--- config.mk ---
export PLATFORM = sky130hd
export DESIGN_NAME = seq_player_flat
export DESIGN_NICKNAME = d
export VERILOG_FILES = /design/src/rtl/seq_player_if.sv /design/src/rtl/seq_player.sv /design/src/flat_wrapper.sv
export SDC_FILE = /design/constraint.sdc
export NUM_CORES = 1
export LEC_CHECK = 0
export CAP_MARGIN = 15
export CORE_MARGIN = 2
export CORE_UTILIZATION = 40
export CTS_CLUSTER_SIZE = 25
export DETAILED_ROUTE_END_ITERATION = 12
export PLACE_DENSITY = 0.69
export SYNTH_ARGS = -nofsm -noshare
export SYNTH_HDL_FRONTEND = slang
export SYNTH_SLANG_ARGS = --single-unit
--- constraint.sdc ---
create_clock -name clock -period 5.6 [get_ports clock]
set_clock_uncertainty 0.05 [all_clocks]
set_input_delay 1.12 -clock clock [delete_from_list [all_inputs] [get_ports clock]]
set_output_delay 1.12 -clock clock [all_outputs]
set_load 0.03 [all_outputs]
--- src/rtl/seq_player_if.sv ---
// Sequence-memory read port: a one-cycle read strobe with address, and
// two-bit colour data returned on the cycle after the strobe.
interface seq_player_if #(
  parameter int ADDR_W = 5
) ();
  logic              mem_rd;
  logic [ADDR_W-1:0] mem_addr;
  logic [1:0]        mem_data;

  modport master (output mem_rd, output mem_addr, input mem_data);
  modport slave  (input mem_rd, input mem_addr, output mem_data);
endinterface

--- src/rtl/seq_player.sv ---
// Plays a stored colour sequence: each element lights one key LED and its tone
// for T+1 cycles, then stays dark for T+1 cycles before the next element is fetched.
module seq_player #(
  parameter int ADDR_W = 5,
  parameter int TB_W   = 6
) (
  input  logic              clock,
  input  logic              rst_n,
  input  logic              start,
  input  logic              abort,
  input  logic [ADDR_W-1:0] last,
  input  logic [TB_W-1:0]   timebase,
  seq_player_if.master      mem,
  output logic              play,
  output logic [2:0]        sound,
  output logic [3:0]        nl,
  output logic              busy,
  output logic              done
);

  typedef enum logic [2:0] {
    S_IDLE = 3'd0,
    S_RD   = 3'd1,
    S_CAP  = 3'd2,
    S_ON   = 3'd3,
    S_OFF  = 3'd4,
    S_FIN  = 3'd5
  } state_t;

  localparam logic [ADDR_W-1:0] IDX_ZERO = {ADDR_W{1'b0}};
  localparam logic [ADDR_W-1:0] IDX_ONE  = {{(ADDR_W-1){1'b0}}, 1'b1};
  localparam logic [TB_W-1:0]   CNT_ZERO = {TB_W{1'b0}};
  localparam logic [TB_W-1:0]   CNT_ONE  = {{(TB_W-1){1'b0}}, 1'b1};

  state_t            state_r;
  logic [ADDR_W-1:0] idx_r;
  logic [ADDR_W-1:0] last_r;
  logic [TB_W-1:0]   tb_r;
  logic [TB_W-1:0]   cnt_r;

  function automatic logic [3:0] led_decode(input logic [1:0] code);
    logic [3:0] leds;
    case (code)
      2'd0:    leds = 4'b0001;
      2'd1:    leds = 4'b0010;
      2'd2:    leds = 4'b0100;
      2'd3:    leds = 4'b1000;
      default: leds = 4'b0000;
    endcase
    return leds;
  endfunction

  // Playback sequencer; every output is a register updated alongside the state.
  always_ff @(posedge clock or negedge rst_n) begin
    if (!rst_n) begin
      state_r      <= S_IDLE;
      idx_r        <= IDX_ZERO;
      last_r       <= IDX_ZERO;
      tb_r         <= CNT_ZERO;
      cnt_r        <= CNT_ZERO;
      mem.mem_rd   <= 1'b0;
      mem.mem_addr <= IDX_ZERO;
      play         <= 1'b0;
      sound        <= 3'd0;
      nl           <= 4'd0;
      busy         <= 1'b0;
      done         <= 1'b0;
    end else begin
      mem.mem_rd <= 1'b0;
      done       <= 1'b0;
      if (abort && (state_r != S_IDLE)) begin
        // sound is left untouched so it keeps its last tone code
        state_r <= S_IDLE;
        play    <= 1'b0;
        nl      <= 4'd0;
        busy    <= 1'b0;
      end else begin
        case (state_r)
          S_IDLE: begin
            if (start && !abort) begin
              last_r       <= last;
              tb_r         <= timebase;
              idx_r        <= IDX_ZERO;
              mem.mem_addr <= IDX_ZERO;
              mem.mem_rd   <= 1'b1;
              busy         <= 1'b1;
              state_r      <= S_RD;
            end else begin
              state_r <= S_IDLE;
            end
          end
          S_RD: begin
            state_r <= S_CAP;
          end
          S_CAP: begin
            sound   <= {1'b0, mem.mem_data};
            play    <= 1'b1;
            nl      <= led_decode(mem.mem_data);
            cnt_r   <= tb_r;
            state_r <= S_ON;
          end
          S_ON: begin
            if (cnt_r != CNT_ZERO) begin
              cnt_r <= cnt_r - CNT_ONE;
            end else begin
              play    <= 1'b0;
              nl      <= 4'd0;
              cnt_r   <= tb_r;
              state_r <= S_OFF;
            end
          end
          S_OFF: begin
            if (cnt_r != CNT_ZERO) begin
              cnt_r <= cnt_r - CNT_ONE;
            end else if (idx_r == last_r) begin
              done    <= 1'b1;
              state_r <= S_FIN;
            end else begin
              idx_r        <= idx_r + IDX_ONE;
              mem.mem_addr <= idx_r + IDX_ONE;
              mem.mem_rd   <= 1'b1;
              state_r      <= S_RD;
            end
          end
          S_FIN: begin
            busy    <= 1'b0;
            state_r <= S_IDLE;
          end
          default: begin
            play    <= 1'b0;
            nl      <= 4'd0;
            busy    <= 1'b0;
            state_r <= S_IDLE;
          end
        endcase
      end
    end
  end

endmodule

--- src/flat_wrapper.sv ---
// flat-port wrapper written by rule: the top's interface ports become plain ports
module seq_player_flat 
#(
  parameter int ADDR_W = 5,
  parameter int TB_W   = 6
)
  (clock, rst_n, start, abort, last, timebase, play, sound, nl, busy, done, mem_mem_rd, mem_mem_addr, mem_mem_data);
  seq_player_if #(.ADDR_W(ADDR_W)) mem_i ();
  input  logic clock;
  input  logic rst_n;
  input  logic start;
  input  logic abort;
  input  logic [ADDR_W-1:0] last;
  input  logic [TB_W-1:0] timebase;
  output logic play;
  output logic [2:0] sound;
  output logic [3:0] nl;
  output logic busy;
  output logic done;
  output wire logic [$bits(mem_i.mem_rd)-1:0] mem_mem_rd;
  output wire logic [$bits(mem_i.mem_addr)-1:0] mem_mem_addr;
  input wire logic [$bits(mem_i.mem_data)-1:0] mem_mem_data;
  assign mem_mem_rd = mem_i.mem_rd;
  assign mem_mem_addr = mem_i.mem_addr;
  assign mem_i.mem_data = mem_mem_data;
  seq_player #(.ADDR_W(ADDR_W), .TB_W(TB_W)) u_core (.clock(clock), .rst_n(rst_n), .start(start), .abort(abort), .last(last), .timebase(timebase), .mem(mem_i), .play(play), .sound(sound), .nl(nl), .busy(busy), .done(done));
endmodule
==> reports/metrics.cfg <==
[route]
vias=1379
drc=0
wirelength_mm=3.465
antenna_left=0
wl_per_cell_um=13.43
viasPerCell=5.345
drtPass1Iterations=4
drt-initial-drc-count=81

[cells_and_area]
synthToLayoutAreaGrowth_pct=24.09
layout.nets=225
layout_common_cells=dfrtp_1, clkdlybuf4s50_1, nand2_1
fin_util_pct=51.13
design_area_um2=2211
multi_input_area_um2=837.1
regArea_um2=875.8
final_common_cell=dfrtp_1
layout-drive-gt1-share_pct=11.65
n_fill_cell=423
num_antenna_cells=0

[worst_hold_path]
holdCritPathClass=flip-flop to flip-flop
worstHoldPathCells=1
holdCritStartpoint=u_core.play
hold_path_end=u_core.play

[logic_synthesis]
synthAdderAreaFrac_pct=2.107
ys_ff_latch=35
synth_xor_area_share_pct=2.949
synth_cells=173
synth_area_um2=1782
ys.flop_type=dfrtp_1
ys_types=46
yosys-mux-area-fraction_pct=9.761
yosys_warnings=0
postSynth.asyncResetShare_pct=100.0
synth-compound-area-share_pct=16.08
syn_nets=193
synth-edff-count=0
yosys.area_share.simple_pct=15.87
yosysSeqAreaShare_pct=49.16
synth_top_family_by_area=compound AO/OA/AOI/OAI gates
syn_avg_cell_area_um2=10.30

[timing]
timing.fmax_mhz=330.6
setup_tns_ns=0
max_slew.worst_pin.slew_ns=0.8122
finalMaxSlewViolations=0
max_slew_margin_pct=45.85
post-route-min-period_ns=3.025
rsz0062_at_grt=false
finalHoldViolCount=0
setup_violations=0
fin_crit_sh_pct=54.02

[setup_path]
worstReg2RegEnd=u_core.cnt_r[3]
path_delay_family=simple AND/OR/NAND/NOR gates
path_buf_inv=1
max_stage_delay_ns=0.63
ff2ff_path_depth=5
path_cells=clkdlybuf4s50_1 > nor2_1 > nand3_1 > a221oi_2 > mux2i_1
reg2reg_slack_ns=3.28
crit_arrival_ns=3.13
crit_type=input pin to flip-flop
required_ns=5.70
critPathMaxFanout=16
worstSetupEndpointType=flip-flop
cp_slowest_cell=clkdlybuf4s50_1
startpoint_type=input pin
reg2reg_from=u_core.state_r[2]

[flow_run]
drv_cap=0

[placed_design]
gp_congestion=0.8806
port_buffers=31
place_area_um2=2130
dpl.hpwl_mm=2.456

[run_status]
status=finished clean

[grt]
grt_pass1_wl_mm=5.871
grtUsageTotal_pct=15.01
antenna_found_initial=0
overflow=0
grt_pass1_vias=1281
grt_max_degree=36

[clock_network]
post_cts_buffers=0
cts.path.max_buffers=2
cts_resized=0
clock_latency_ns=0.28
holdBufCountCts=0
htree_num_levels=2
numClockSinks=35
cts_buffers=5
clk_pin_slew_ns=0.06
cts_tree=done
clockRootBuffer=clkbuf_8

[die]
die_w_um=70.74
std_cell_rows=24
die-height_um=70.74
start_util_pct=41.20
pin_count=33
design.die.area_um2=5004
coreArea_um2=4324

[power_and_ir_drop]
power.density_nw_per_um2=327.8
power.leakage_nw=0.9169
irDropWorstVdd_v=0.0001580

worst max path at each step:
stage / startpoint / endpoint / slack (ns) / depth (start not counted)
after floorplan: abort / u_core.last_r[0] / 3.49 / 4
after global placement: abort / u_core.mem.mem_addr[0] / 2.29 / 5
after detailed placement: abort / u_core.mem.mem_addr[1] / 2.21 / 5
after CTS: abort / u_core.mem.mem_addr[0] / 2.52 / 5
after global routing: abort / u_core.mem.mem_addr[1] / 2.35 / 5
final: abort / u_core.mem.mem_addr[0] / 2.57 / 5
per-layer routing:
metal | GRT usage (%) | part of all wire, % | up-vias
met4 | 6.289 | 2.1 | 0
met2 | 22.33 | 45 | 39
met5 | 0 | 0 | -
li1 | - | - | 676
met3 | 3.846 | 5.3 | 6
met1 | 20.89 | 47 | 658
sequential cells by signal, summed over array words and instances, names as in the netlist:
register	count
u_core.sound	2
u_core.done	1
u_core.last_r	5
u_core.mem.mem_addr	5
u_core.nl	4
u_core.cnt_r	6
u_core.mem.mem_rd	1
u_core.state_r	3
u_core.tb_r	6
u_core.play	1
u_core.busy	1
cell usage after synthesis (all sizes together), types with 3 or more instances:
library cell	number	area (um^2)
mux2	11	123.9
a22oi	3	22.52
ha	3	37.54
nor3	4	25.02
and2	3	18.77
xnor2	6	52.55
buf	6	31.28
o22ai	3	18.77
or3	4	30.03
a21oi	4	20.02
nor2	10	37.54
nand2	18	67.56
mux2i	5	50.05
o21ai	11	55.05
a31oi	5	37.53
inv	9	33.78
dfrtp	35	875.8
nand3	4	20.02
nand2b	4	25.02
cell families (layout without fill, tap and decap cells):
group           after synthesis  in the layout
buf+inv                      16             49
other cells                   1              1
xor+xnor                      6              6
compound gates               41             41
simple gates                 55             55
flops                        35             35
mux                          16             16
fa+ha+maj                     3              3
final cells by class:
class | instances | area share [%]
clock buffers | 7 | 3.452
inverters | 9 | 1.528
multi-input cells | 122 | 37.86
well taps | 52 | 2.943
flip-flops and latches | 35 | 39.62
clock inverters | 1 | 0.2264
repair buffers | 32 | 14.37
through the flow:
step                power [W]  std cells  setup slack [ns]  hold WS (ns)
global placement    0.0005537        250             2.291        0.4130
floorplan           0.0004870        173             3.487        0.4287
CTS                 0.0007304        258             2.520        0.4329
finish              0.0007247        258             2.575        0.4246
detailed placement  0.0005581        250             2.210        0.4176
global route        0.0007744        258             2.348        0.4534
power breakdown:
part | leakage, nW | total (W) | internal (W) | switching (W)
logic | 0.436 | 0.000200 | 0.0000989 | 0.000101
registers | 0.438 | 0.000352 | 0.000306 | 0.0000452
clock network | 0.0422 | 0.000173 | 0.0000872 | 0.0000858
worst register-to-register path, delay by kind of cell (launching register included):
kind               cells  cell delay (ns)
AOI/OAI and AO/OA      4             1.25
DFF                    1             0.56
and+or+nand+nor        1             0.35
(Power assumes the default switching activity.)
